File: src/rtl/uart_pkg.sv
// Shared types and helpers for the configurable UART transmitter.
// Framing enums, latched frame bundle and config clamps.
package uart_pkg;

    localparam int MIN_DATA_WD = 5;

    typedef enum logic [2:0] {
        NONE  = 3'd0,
        ODD   = 3'd1,
        EVEN  = 3'd2,
        MARK  = 3'd3,
        SPACE = 3'd4
    } parity_mode_e;

    typedef enum logic [2:0] {
        IDLE,
        START,
        DATA,
        PARITY,
        STOP,
        BRK,
        BRK_MARK
    } tx_state_e;

    typedef struct packed {
        logic [3:0] n;
        logic       par_en;
        logic       par_bit;
        logic       stop2;
    } frame_cfg_t;

    function automatic logic [3:0] clamp_bits(input logic [3:0] bits,
                                              input int max_wd);
        if (int'(bits) < MIN_DATA_WD) return 4'(MIN_DATA_WD);
        if (int'(bits) > max_wd) return 4'(max_wd);
        return bits;
    endfunction

    function automatic logic [31:0] clamp_div(input logic [31:0] div);
        return (div < 32'd2) ? 32'd2 : div;
    endfunction

endpackage

File: src/rtl/uart_baud_gen.sv
// Bit-period generator: one-clock bit_tick every div clocks,
// phase realigned by restart.
module uart_baud_gen #(
    parameter int DIV_WD = 16
) (
    input  logic              clk,
    input  logic              rst_n,
    input  logic              restart,
    input  logic [DIV_WD-1:0] div,
    output logic              bit_tick
);

    logic [DIV_WD-1:0] cnt;
    logic              last;

    // >= keeps the counter bounded if div shrinks while it free-runs
    assign last     = cnt >= (div - DIV_WD'(1));
    assign bit_tick = last && !restart;

    always_ff @(posedge clk or negedge rst_n) begin
        if (!rst_n) begin
            cnt <= '0;
        end else if (restart || last) begin
            cnt <= '0;
        end else begin
            cnt <= cnt + DIV_WD'(1);
        end
    end

endmodule

File: src/rtl/uart_tx_cfg.sv
// UART transmitter with runtime framing, parity, stop bits and break.
// Config is sampled on each transfer and held for the whole frame.
module uart_tx_cfg #(
    parameter int DIV_WD      = 16,
    parameter int MAX_DATA_WD = 9
) (
    input  logic                   clk,
    input  logic                   rst_n,
    input  logic [DIV_WD-1:0]      cfg_div,
    input  logic [3:0]             cfg_data_bits,
    input  logic [2:0]             cfg_parity,
    input  logic                   cfg_stop2,
    input  logic                   s_valid,
    input  logic [MAX_DATA_WD-1:0] s_data,
    output logic                   s_ready,
    input  logic                   tx_break,
    output logic                   uart_tx,
    output logic                   busy,
    output logic                   tx_done
);

    import uart_pkg::*;

    tx_state_e              state;
    frame_cfg_t             fcfg;
    logic [DIV_WD-1:0]      div_q;
    logic [DIV_WD-1:0]      div_eff;
    logic [MAX_DATA_WD-1:0] shreg;
    logic [MAX_DATA_WD-1:0] data_m;
    logic [3:0]             n_eff;
    logic [3:0]             bit_cnt;
    logic                   par_en;
    logic                   par_bit;
    logic                   bit_tick;
    logic                   xfer;
    logic                   restart;
    logic                   last_stop;

    assign s_ready   = (state == IDLE) && !tx_break;
    assign busy      = (state != IDLE);
    assign xfer      = s_valid && s_ready;
    assign restart   = xfer || ((state == BRK) && !tx_break);
    assign n_eff     = clamp_bits(cfg_data_bits, MAX_DATA_WD);
    assign div_eff   = DIV_WD'(clamp_div(32'(cfg_div)));
    assign data_m    = s_data & ~({MAX_DATA_WD{1'b1}} << n_eff);
    assign last_stop = (bit_cnt == (fcfg.stop2 ? 4'd2 : 4'd1));
    assign tx_done   = (state == STOP) && bit_tick && last_stop;

    // data_m is already masked, so the reduction covers data[N-1:0]
    always_comb begin
        par_en  = 1'b1;
        par_bit = 1'b0;
        unique case (cfg_parity)
            ODD:     par_bit = ~^data_m;
            EVEN:    par_bit = ^data_m;
            MARK:    par_bit = 1'b1;
            SPACE:   par_bit = 1'b0;
            default: par_en  = 1'b0;
        endcase
    end

    uart_baud_gen #(
        .DIV_WD (DIV_WD)
    ) u_baud (
        .clk      (clk),
        .rst_n    (rst_n),
        .restart  (restart),
        .div      (div_q),
        .bit_tick (bit_tick)
    );

    always_ff @(posedge clk or negedge rst_n) begin
        if (!rst_n) begin
            state   <= IDLE;
            uart_tx <= 1'b1;
            div_q   <= '0;
            shreg   <= '0;
            bit_cnt <= '0;
            fcfg    <= '0;
        end else begin
            unique case (state)
                IDLE: begin
                    if (tx_break) begin
                        state   <= BRK;
                        uart_tx <= 1'b0;
                        div_q   <= div_eff;
                    end else if (s_valid) begin
                        state   <= START;
                        uart_tx <= 1'b0;
                        div_q   <= div_eff;
                        shreg   <= data_m;
                        bit_cnt <= '0;
                        fcfg    <= '{n: n_eff, par_en: par_en,
                                     par_bit: par_bit, stop2: cfg_stop2};
                    end
                end
                START: if (bit_tick) begin
                    state   <= DATA;
                    uart_tx <= shreg[0];
                    shreg   <= shreg >> 1;
                    bit_cnt <= 4'd1;
                end
                DATA: if (bit_tick) begin
                    if (bit_cnt == fcfg.n) begin
                        if (fcfg.par_en) begin
                            state   <= PARITY;
                            uart_tx <= fcfg.par_bit;
                        end else begin
                            state   <= STOP;
                            uart_tx <= 1'b1;
                            bit_cnt <= 4'd1;
                        end
                    end else begin
                        uart_tx <= shreg[0];
                        shreg   <= shreg >> 1;
                        bit_cnt <= bit_cnt + 4'd1;
                    end
                end
                PARITY: if (bit_tick) begin
                    state   <= STOP;
                    uart_tx <= 1'b1;
                    bit_cnt <= 4'd1;
                end
                STOP: if (bit_tick) begin
                    if (last_stop) state <= IDLE;
                    else bit_cnt <= bit_cnt + 4'd1;
                end
                BRK: if (!tx_break) begin
                    state   <= BRK_MARK;
                    uart_tx <= 1'b1;
                    bit_cnt <= '0;
                end
                BRK_MARK: if (bit_tick) begin
                    if (bit_cnt == 4'd1) state <= IDLE;
                    else bit_cnt <= bit_cnt + 4'd1;
                end
                default: state <= IDLE;
            endcase
        end
    end

endmodule

File: config.mk
export PLATFORM = sky130hd
export DESIGN_NAME = uart_tx_cfg
export DESIGN_NICKNAME = d
export VERILOG_FILES = /design/src/rtl/uart_pkg.sv /design/src/rtl/uart_baud_gen.sv /design/src/rtl/uart_tx_cfg.sv
export SDC_FILE = /design/constraint.sdc
export NUM_CORES = 1
export LEC_CHECK = 0
export ABC_AREA = 1
export CAP_MARGIN = 20
export CELL_PAD_IN_SITES_DETAIL_PLACEMENT = 1
export CELL_PAD_IN_SITES_GLOBAL_PLACEMENT = 2
export CORE_MARGIN = 2
export CORE_UTILIZATION = 30
export DETAILED_ROUTE_END_ITERATION = 8
export PLACE_DENSITY = 0.88
export REMOVE_ABC_BUFFERS = 1
export SLEW_MARGIN = 25
export SYNTH_ARGS = -nofsm -noshare
export SYNTH_HDL_FRONTEND = slang
export SYNTH_SLANG_ARGS = --single-unit
File: constraint.sdc
create_clock -name clk -period 3.05 [get_ports clk]
set_input_delay 0.7625 -clock clk [delete_from_list [all_inputs] [get_ports clk]]
set_output_delay 0.7625 -clock clk [all_outputs]
set_load 0.03 [all_outputs]
==> summary.txt <==
Run status
  • Outcome: finished, violations left
  • Violated checks: negative setup slack

STA
  • Fin crit share: 122%
  • Slew at the pin closest to its max-slew limit: 553 ps
  • Slew headroom: between 60% and 70%
  • Max Slew Vio Count: 0
  • Min Tclk post-route: 3720 ps
  • Setup WS post-layout: -673 ps
  • Fin Clk Skew: about 4.3 ps
  • Setup total negative slack: -673 ps
  • WHS: between 400 and 500 ps
  • RSZ-0062 raised after global routing: yes
  • Final setup fails: 1
  • Fmax: roughly 270 MHz
  • Final Hold Viols: 0

Clock network
  • Skew-Pair Late Insertion Delay: 300 ps
  • Max Root-Sink Buffers: 2
  • CTS root buf: clkbuf_16
  • CTS tree: yes
  • CTS Buf Count: 5
  • Clock Sink Count: 56
  • H-tree Lvls: 2
  • Worst-path clk slew: ~70 ps

Final layout
  • Register Area: about 0.0014 sq mm
  • FILL cells: 1,569
  • Share of cells above drive strength 1: between 10% and 20%
  • Diode count: 0
  • Layout Area Growth over Synthesis: 31.5%
  • Final Instance Count excl. Fillers: 790
  • Layout Nets: a little under 700
  • Finished Core Util: 40.7%
  • Area of the multi-input gates: around 0.0025 sq mm
  • Post-Layout Inst Area: slightly above 0.005 sq mm

Drt
  • Drt wl/cell: between 10 and 15 microns
  • Vias per Instance: roughly 4.8
  • Via count: ~3.8k
  • # DRC: 0
  • DRT antenna net count: 0
  • DRT iter0 DRCs: ~150
  • Routed WL: 11,500 microns
  • TritonRoute pass-1 iters: 4

Synthesis
  • Syn Area/Cell: 7.31 sq um
  • Gate Count Post-Synth: 536
  • Register area share after synthesis: 35.8%
  • Mapped Area: 0.00392 sq mm
  • Yosys warns: 0
  • Top post-synthesis cells by area: dfrtp_1, nand2_1, ha_1
  • Synthesized flop and latch total: between 50 and 60
  • Yosys top cell area share: 35.1%
  • Distinct cell type count after synthesis: 40
  • Leading area contributor after synthesis: dfrtp_1

Floorplanning
  • Num rows: 41
  • Die Y-Extent: approximately 120 microns
  • Die Span X: 118 microns
  • CORE AREA: ~0.013 sq mm
  • IO Pins: 41
  • Die ar.: 0.0140 sq mm
  • Initial Util: between 30% and 40%

Run
  • Max Cap Violations: 0

Placed design
  • Dpl ws: -539 ps
  • Hpwl dp: roughly 9000 microns
  • IO Port Bufs: 40
  • GPL Wtd Cong: roughly 0.84
  • Placed insts: roughly 780
  • Placed Area: between 0.004 and 0.005 sq mm

Global route
  • GR Util All Layers: between 10% and 20%
  • Largest net degree at the start of global routing: 37
  • Number of global-route vias before repair: ~4.2k
  • Gr ovfl total: 0
  • First-pass GRT wire length: between 15,000 and 20,000 microns
  • Initial antenna violation count: 0

Worst setup path
  • CP arrival: approximately 3000 ps
  • Startpoint types: flop
  • CP Capture Type: output port
  • R2R depth: 17
  • Critical R2R Capture: u_baud.cnt[15]
  • Required @ worst endpoint: around 2300 ps
  • Critical path class: flop to output port
  • CP Max Fanout: 4
  • R2r startpoint: div_q[1]
  • FF-to-FF setup slack: around 60 ps

Power
  • Comb pwr share: ~58%
  • LEAKAGE: between 2 and 3 nW
  • Sequential share of power: ~29%
  • Clock share of power: 13.5%
  • Pwr Density: roughly 850 mW/mm^2
  • Sw Ratio: a little under half
  • Worst vdd ir: between 0.0002 and 0.0003 V
  • Total power: about 4.4 mW
  • Cell Int Power: between 2 and 2.5 mW
  • Switch Pwr: 2.03 mW

Min path
  • Hold/Removal Path Class: input pin to async pin
==> per-layer routing <==
layer	wire [microns]	track usage, %
met2	6250	31.9
met3	288	2.80
met1	4780	19.5
met4	137	4.97
met5	0	0
==> timing repair <==
action                                  in CTS  in global routing
resized for setup                           10                 31
pin swaps                                    7                 14
endpoints found under the setup margin      18                 34
hold buffers                                 0                  0
gates cloned                                 0                  0
setup buffers                                3                  4
==> synth_stat cells <==
cell,number
o21ai_0,15
nand4_4,1
xnor2_1,15
o21bai_1,1
buf_6,1
a21oi_1,16
xor2_1,14
dfstp_2,1
nand3b_1,3
a22o_2,1
nand4_1,5
a31oi_1,1
buf_4,1
nand2_1,184
ha_1,22
a22oi_1,1
inv_1,55
inv_2,2
nor3_1,13
or2_2,1
nor2_1,49
nor4_1,6
nor2_2,5
o22ai_1,1
o221ai_1,1
clkbuf_1,1
a21oi_4,1
mux2_2,4
dfrtp_1,55
nor3_4,3
nand2_2,4
a21boi_0,1
buf_2,2
o2111ai_1,1
nor3_2,2
nor3b_1,3
nand3_1,37
nand2_4,5
a21o_1,1
or2_1,1
==> power by group through the flow <==
stage | Clock, mW | Sequential (mW) | Combinational, mW
2_1_floorplan | 0 | 1.22 | 1.49
3_3_place_gp | 0 | 1.24 | 2.21
3_5_place_dp | 0 | 1.26 | 2.32
4_1_cts | 0.621 | 1.25 | 2.38
5_1_grt | 0.647 | 1.30 | 2.89
6_report | 0.596 | 1.26 | 2.55
==> sequential cells by signal, summed over array words and instances, names as in the netlist <==
name and count:
shreg 9, fcfg 7, u_baud.cnt 16, div_q 16, state 3, bit_cnt 4, uart_tx 1
==> critical path, cell delays in order (launching register included) <==
cell and delay, ps:
dfrtp_1 400, or2_1 250, nor2_2 140, nand2_2 90, nor3_4 200, nand2_2 130, xnor2_2 150, inv_2 60
ha_4 270, nand4_1 150, nor3_4 220, nand3_2 110, nand3_2 100, nand2_4 60, nor3_2 120, buf_4 180
==> layout by cell type (no fill, tap or decap), drive strengths merged <==
master / Yosys / final
nand2: 193 / 193
inv: 57 / 57
dfrtp: 55 / 55
nor2: 54 / 54
buf: 4 / 41
clkdlybuf4s50: 0 / 38
nand3: 37 / 37
ha: 22 / 22
nor3: 18 / 18
a21oi: 17 / 17
o21ai: 15 / 15
xnor2: 15 / 15
xor2: 14 / 14
nor4: 6 / 6
nand4: 6 / 6
clkbuf: 1 / 6
mux2: 4 / 4
nand3b: 3 / 3
nor3b: 3 / 3
or2: 2 / 2
a22o: 1 / 1
a31oi: 1 / 1
a22oi: 1 / 1
o221ai: 1 / 1
a21boi: 1 / 1
a21o: 1 / 1
o21bai: 1 / 1
o2111ai: 1 / 1
o22ai: 1 / 1
clkinvlp: 0 / 1
clkinv: 0 / 1
dfstp: 1 / 1
==> how the worst max path moves through the flow <==
stage	start	end	slack [ps]	cells past startpoint
after detailed placement	div_q[1]	tx_done	-540	16
after floorplan	div_q[2]	tx_done	-670	14
final	div_q[1]	tx_done	-670	15
after CTS	div_q[1]	tx_done	-720	15
after global routing	div_q[2]	tx_done	-830	16
after global placement	div_q[2]	tx_done	-300	15
==> area by class of cell <==
class | count | share of cell area [%]
clock buffer | 6 | 2.50
clock inverter | 2 | 0.316
inverter | 57 | 4.15
multi-input combinational | 418 | 48.0
sequential | 56 | 27.2
tap | 172 | 4.18
timing repair buffer | 79 | 13.6
==> cell families after synthesis <==
logic type	synth area share, %
AND/OR/NAND/NOR	37.1
buffers and inverters	6.29
flip-flops	35.8
AO/OA/AOI/OAI	6.16
XOR/XNOR	6.48
adder cells (fa/ha/maj)	7.02
multiplexers	1.15
(Power assumes the default switching activity.)
